**config.mk**
```make
export PLATFORM = sky130hd
export DESIGN_NAME = thermal_monitor
export DESIGN_NICKNAME = d
export VERILOG_FILES = /design/src/rtl/thermal_monitor.sv
export SDC_FILE = /design/constraint.sdc
export NUM_CORES = 1
export LEC_CHECK = 0
export CAP_MARGIN = 20
export CORE_MARGIN = 3
export CORE_UTILIZATION = 25
export DETAILED_ROUTE_END_ITERATION = 16
export SYNTH_ARGS = -nofsm -noshare
export SYNTH_HDL_FRONTEND = slang
export SYNTH_SLANG_ARGS = --single-unit
```
**constraint.sdc**
```tcl
create_clock -name clk -period 2.1 [get_ports clk]
set_input_delay 0.42 -clock clk [delete_from_list [all_inputs] [get_ports clk]]
set_output_delay 0.42 -clock clk [all_outputs]
set_load 0.01 [all_outputs]
```
**src/rtl/thermal_monitor.sv**
```systemverilog
// thermal_monitor: qualifies CPU thermtrip and VR-hot inputs and keeps a thermtrip history.
//
// Optional feature: define THERMAL_FIRST_TRIP_EN to build first-trip capture
// (first_trip_vld/first_trip_idx); otherwise both outputs are tied to 0.
//
// Ports:
//   clk                  core clock (only clock)
//   pgd_p3v3_stby_async  asynchronous active-low reset
//   st_steady_pwrok      high enables VR-hot qualification
//   thermtrip_ena        high enables thermtrip qualification
//   pch_pltrst_n         active-low platform reset, low blocks thermtrip qualification
//   cpu_thermtrip_in     raw per-channel thermtrip inputs (async, active high)
//   trip_mask            per-channel mask, 1 disables the channel
//   vr_hot_n             raw VR-hot inputs (async, active low)
//   sticky_clr           one-cycle pulse clearing sticky and first-trip records
//   qual_vr_hot_n        synchronized VR-hot flags, all-ones while not power-ok
//   qual_thermtrip       per-channel qualified thermtrip
//   or_all_thermtrip     OR of qual_thermtrip
//   trip_sticky          latched thermtrip history
//   first_trip_vld       first_trip_idx holds a valid capture
//   first_trip_idx       lowest channel that qualified first
module thermal_monitor #(
    parameter int NUM_CH   = 2,
    parameter int NUM_VR   = 4,
    parameter int TRIP_DLY = 20,
    parameter int CNT_W    = 5,
    parameter int IDX_W    = 4
) (
    input  logic              clk,
    input  logic              pgd_p3v3_stby_async,
    input  logic              st_steady_pwrok,
    input  logic              thermtrip_ena,
    input  logic              pch_pltrst_n,
    input  logic [NUM_CH-1:0] cpu_thermtrip_in,
    input  logic [NUM_CH-1:0] trip_mask,
    input  logic [NUM_VR-1:0] vr_hot_n,
    input  logic              sticky_clr,
    output logic [NUM_VR-1:0] qual_vr_hot_n,
    output logic [NUM_CH-1:0] qual_thermtrip,
    output logic              or_all_thermtrip,
    output logic [NUM_CH-1:0] trip_sticky,
    output logic              first_trip_vld,
    output logic [IDX_W-1:0]  first_trip_idx
);
    localparam logic [CNT_W-1:0] CNT_MAX = CNT_W'(TRIP_DLY - 1);

    logic [NUM_CH-1:0]            trip_s1_q, trip_s2_q, qual_q, qual_d, sticky_q, sticky_d, gate, rise;
    logic [NUM_CH-1:0][CNT_W-1:0] cnt_q, cnt_d;
    logic [NUM_VR-1:0]            vr_s1_q, vr_s2_q;

    assign gate = {NUM_CH{thermtrip_ena & pch_pltrst_n}} & ~trip_mask;

    // Counter saturates at CNT_MAX; the qualified flag is set on the edge that finds it there.
    always_comb begin
        cnt_d  = '0;
        qual_d = '0;
        for (int i = 0; i < NUM_CH; i++) begin
            if (gate[i] && trip_s2_q[i]) begin
                cnt_d[i]  = (cnt_q[i] < CNT_MAX) ? cnt_q[i] + CNT_W'(1) : cnt_q[i];
                qual_d[i] = (cnt_q[i] == CNT_MAX);
            end
        end
    end

    assign rise     = qual_d & ~qual_q;
    assign sticky_d = rise | (sticky_q & ~{NUM_CH{sticky_clr}});

    always_ff @(posedge clk or negedge pgd_p3v3_stby_async) begin
        if (!pgd_p3v3_stby_async) begin
            trip_s1_q <= '0;
            trip_s2_q <= '0;
            cnt_q     <= '0;
            qual_q    <= '0;
            sticky_q  <= '0;
            vr_s1_q   <= '1;
            vr_s2_q   <= '1;
        end else begin
            trip_s1_q <= cpu_thermtrip_in;
            trip_s2_q <= trip_s1_q;
            cnt_q     <= cnt_d;
            qual_q    <= qual_d;
            sticky_q  <= sticky_d;
            vr_s1_q   <= vr_hot_n;
            vr_s2_q   <= st_steady_pwrok ? vr_s1_q : '1;
        end
    end

    assign qual_vr_hot_n    = vr_s2_q;
    assign qual_thermtrip   = qual_q;
    assign or_all_thermtrip = |qual_q;
    assign trip_sticky      = sticky_q;

`ifdef THERMAL_FIRST_TRIP_EN
    logic             vld_q, vld_d;
    logic [IDX_W-1:0] idx_q, idx_d, low_idx;

    // Scan downward so the lowest rising channel is the one left in low_idx.
    always_comb begin
        low_idx = '0;
        for (int i = NUM_CH - 1; i >= 0; i--) begin
            if (rise[i]) low_idx = IDX_W'(i);
        end
        vld_d = (|rise) | (vld_q & ~sticky_clr);
        idx_d = ((|rise) && (sticky_clr || !vld_q)) ? low_idx : (sticky_clr ? '0 : idx_q);
    end

    always_ff @(posedge clk or negedge pgd_p3v3_stby_async) begin
        if (!pgd_p3v3_stby_async) begin
            vld_q <= 1'b0;
            idx_q <= '0;
        end else begin
            vld_q <= vld_d;
            idx_q <= idx_d;
        end
    end

    assign first_trip_vld = vld_q;
    assign first_trip_idx = idx_q;
`else
    assign first_trip_vld = 1'b0;
    assign first_trip_idx = '0;
`endif

endmodule

```
Yosys cells after proc, flatten, opt, wreduce, memory -nomap -nowiden
Cells that the tools add are included.
{"block": "totals", "ff_bits": 26, "input_bits": 14, "output_inout_bits": 14, "word_cells": 34}
{"block": "op_classes", "addsub": 2, "magnitude_cmp": 2, "eq_ne": 4, "mux": 7, "bitwise_logic": 8, "reduce_logical": 3}
{"op": "2-to-1 mux 5 bit", "n": 4}
{"op": "adder 5 x 1 -> 5 bit, second input constant", "n": 2}
{"op": "== test 5 bit, second input constant", "n": 2}
{"op": "< comparator 5 bit, second input constant", "n": 2}
{"op": "bitwise AND 2 bit", "n": 3}
{"op": "inverter 2 bit", "n": 3}
{"op": "2-to-1 mux 4 bit", "n": 1}
{"op": "!= test 2 x 1 -> 1 bit, second input constant", "n": 2}
{"op": "logical AND 1 bit", "n": 2}
{"op": "2-to-1 mux 1 bit", "n": 2}
{"op": "bitwise OR 2 bit", "n": 1}
{"op": "OR reduction 2 bit", "n": 1}
{"op": "bitwise AND 1 bit", "n": 1}

Logic depth before layout (Yosys ltp)
Gate-level depths: netlist (run 1).
{"block": "logic_depth", "word_depth": 6, "ltp_mapped": 4, "ltp_nobuf": 4}

Least setup slack after synthesis (run 1)
Ideal clock, no wire load.
{"block": "synth_timing", "path_kind": "register to output", "start": "reg qual_q[0], in the netlist qual_thermtrip[0]", "end": "out or_all_thermtrip", "arrival_time_ns": 0.726, "required_time_ns": 1.680, "path_slack_ns": 0.954, "path_stages_with_launch": 2, "path_buffers": 0, "path_cell_list": "dfrtp_1 -> or2_2"}
{"block": "synth_between", "elab_chain_cells": 1}
{"item": "from (decl)", "line_no": "47", "text": "logic [NUM_CH-1:0] trip_s1_q, trip_s2_q, qual_q, qual_d, sticky_q, sticky_d, gate, rise;"}
{"item": "from (signal assigned)", "line_no": "81", "text": "qual_q <= qual_d;"}
{"item": "OR reduction 2 bit", "line_no": "90", "text": "assign or_all_thermtrip = |qual_q;"}
{"item": "to (decl)", "line_no": "40", "text": "output logic or_all_thermtrip,"}
Every way passes these cells.

Worst setup path in the final report (run 1)
Same ends and word-level chain as after synthesis.

==> results by group, run 1 <==
Layout
  • Final instance area: 1380 um^2
  • Layout cells sized above 1: 13.5%
  • Fin nets: 128
  • Fin cells: 161
  • Area grow syn2layout: 28.2%
  • Number of diodes: 0
  • Most frequent cells in the layout: clkdlybuf4s50_1, dfrtp_1, dfstp_2
  • Commonest non-fill, non-tap cell in the layout: clkdlybuf4s50_1

Power
  • PwrDens: 633 nW/um^2
  • Final total power: 0.872 mW
  • Peak VDD IR: 0.000343 V
  • Pleak: 0.555 nW

Route
  • Vias: 733
  • Residual DRC: 0
  • Avg Vias per Cell: 4.55
  • TritonRoute pass-1 iters: 4
  • Iteration-0 DRC Markers: 26
  • Final WL: 1.93 mm
  • Wirelength per Cell: 12.0 um
  • ANT nets after route: 0

Synthesis
  • Seq/Total Area, Yosys: 61.5%
  • Mapped Cells: 87
  • Synth warn: 0
  • Syn avg cell area: 12.4 um^2
  • Top cell type's share of synthesized area: 41.9%
  • Yosys top cell by area: dfrtp_1
  • Mapped Area: 1070 um^2
  • Async S/R FF share, synth: 100%
  • Flops & latches, synth: 26
  • Netlist cell types: 25
  • Largest cells by area after synthesis: dfrtp_1, dfstp_2, buf_4
  • EDFF count, synth: 0
  • Ys flop type: dfrtp_1

Timing
  • Post-Route Setup TNS: 0 ns
  • Slew Limit Fails: 0
  • Min Clock Period, post-route: 1.87 ns
  • Final hold viol count: 0
  • Peak Freq: 0.534 GHz
  • Post-route clock period utilization: 89.1%
  • # setup viols final: 0
  • Layout Skew: 0.00700 ns
  • Post-layout worst setup margin: 0.228 ns
  • RSZ-0062 raised after global routing: false

Die
  • Die Ht: 71.6 um
  • Die area: 5120 um^2
  • Core footprint: 4090 um^2
  • Chip width: 71.6 um
  • Row cnt: 23
  • Starting Density: 26.3%
  • Io pins: 28

Setup path
  • CP cell instances: or2_2 > clkdlybuf4s50_1
  • Critical path's top delay family: buffers and inverters
  • WS Path Type: flop to output port
  • CP Max Fanout: 3
  • Worst Setup Start Kind: flop
  • WP data arrival: 1.45 ns
  • Setup crit end kind: output port
  • Crit-path max cell delay: 0.48 ns
  • CP max-delay cell: clkdlybuf4s50_1
  • Critical path buffer and inverter count: 1
  • Required @ worst endpoint: 1.68 ns

Clock tree
  • Clock sinks: 26
  • Clock root buffer master: clkbuf_8
  • H-tree Lvls: 1
  • Clk buf depth: 2
  • Skew-Pair Late Insertion Delay: 0.27 ns
  • Hold Buf Count CTS: 0
  • CTS buffer count: 3
  • Post-CTS setup buffers: 0
  • Clock transition at path regs: 0.09 ns
  • CTS tree: yes
  • Post-CTS Resized: 0

Place
  • Buffers on Ports: 22
  • Placement Cell Area: 1330 um^2
  • Pre-CTS setup slack: 0.406 ns
  • Placed Instances: 157
  • Final Wtd Congestion: 0.762

Global routing
  • Global route overflow: 0
  • Global-route wire length before repair: 3.31 mm
  • GRT Util Overall: 8.06%
  • Initial antenna violation count: 0
  • Largest net degree at the start of global routing: 27
  • Vias in the first global route: 723

Worst hold path
  • Min-delay worst type: flop to flop

Run status
  • Outcome: complete, no violations

Flow run
  • # Max-Cap Violations: 0
-- worst paths after layout --
| check | startpoint | endpoint | slack [ns] | cells past startpoint |
|---|---|---|---|---|
| min in group asynchronous | pgd_p3v3_stby_async | trip_s2_q[1]$_DFF_PN0_ | 0.50 | 2 |
| worst max-delay path | qual_thermtrip[0]$_DFF_PN0_ | or_all_thermtrip | 0.23 | 2 |
| worst min-delay path | trip_s1_q[0]$_DFF_PN0_ | trip_s2_q[0]$_DFF_PN0_ | 0.36 | 0 |
| worst max register to register | cnt_q[5]$_DFFE_PN0P_ | trip_sticky[1]$_DFF_PN0_ | 0.96 | 4 |
| max in group asynchronous | pgd_p3v3_stby_async | qual_vr_hot_n[2]$_DFF_PN1_ | 1.30 | 2 |
| worst min register to register | trip_s1_q[0]$_DFF_PN0_ | trip_s2_q[0]$_DFF_PN0_ | 0.36 | 0 |
-- synth_stat cells (all sizes together) (2+ instances only) --
library cell / count
nand2: 3
a31oi: 2
dfrtp: 18
nor3: 2
nor3b: 2
a21oi: 6
xor2: 2
buf: 7
dfstp: 8
ha: 2
inv: 3
nand4b: 4
nand3b: 2
nand2b: 6
o21ai: 4
o311ai: 4
nor2: 6
-- power breakdown --
| group | internal (mW) | total (mW) | switching, mW |
|---|---|---|---|
| clock network | 0.136 | 0.286 | 0.151 |
| registers | 0.519 | 0.524 | 0.00523 |
| logic | 0.0342 | 0.0609 | 0.0267 |
| total | 0.689 | 0.872 | 0.183 |
-- logic make-up (layout without fill, tap and decap cells) --
family	count (synthesis)	in the layout	synth area share (%)
xor gates and xnor gates	2	2	1.63
adders and majority gates	2	2	2.33
buffers and inverters	10	30	5.47
AOI/OAI and AO/OA	18	18	10.7
and+or+nand+nor	28	28	18.0
DFF	26	26	61.5
other	1	5	0.349
-- worst register-to-register path, cell delays in order (launching register included) --
cell,delay [ns]
dfrtp_1,0.43
ha_1,0.27
nand2_1,0.12
nor4_4,0.04
a22o_1,0.18
-- layer usage --
| layer | up-vias | share of wire, % | GRT usage (%) |
|---|---|---|---|
| met5 | - | 0 | 0 |
| met1 | 354 | 46 | 10.6 |
| met3 | 4 | 6.6 | 1.68 |
| li1 | 347 | - | - |
| met2 | 28 | 45 | 13.0 |
| met4 | 0 | 2.1 | 3.13 |
-- area by class of cell --
cell class | count | area, um^2
fillers | 407 | 2710
flip-flops and latches | 26 | 661
multi-input cells | 55 | 370
repair buffers | 23 | 228
well taps | 50 | 62.6
clock buffers | 4 | 45.0
inverters | 3 | 11.3
-- stage by stage --
| stage | hold WS (ns) | util [%] |
|---|---|---|
| 2_1_floorplan | 0.124 | - |
| 3_3_place_gp | 0.339 | 32.6 |
| 3_5_place_dp | 0.347 | 32.6 |
| 4_1_cts | 0.368 | 33.7 |
| 5_1_grt | 0.377 | 33.7 |
| 6_report | 0.364 | 33.7 |
-- state kept, by name, summed over array words and instances, names as in the netlist --
signal          count
trip_s1_q           2
qual_thermtrip      2
cnt_q              10
qual_vr_hot_n       4
trip_sticky         2
vr_s1_q             4
trip_s2_q           2
(Power assumes the default switching activity.)
==> inputs of run 2 (changes only) <==
Settings changed: CAP_MARGIN 20 to 10.
==> results of run 2 <==
Final layout, timing and power as in run 1 (identical DEF).
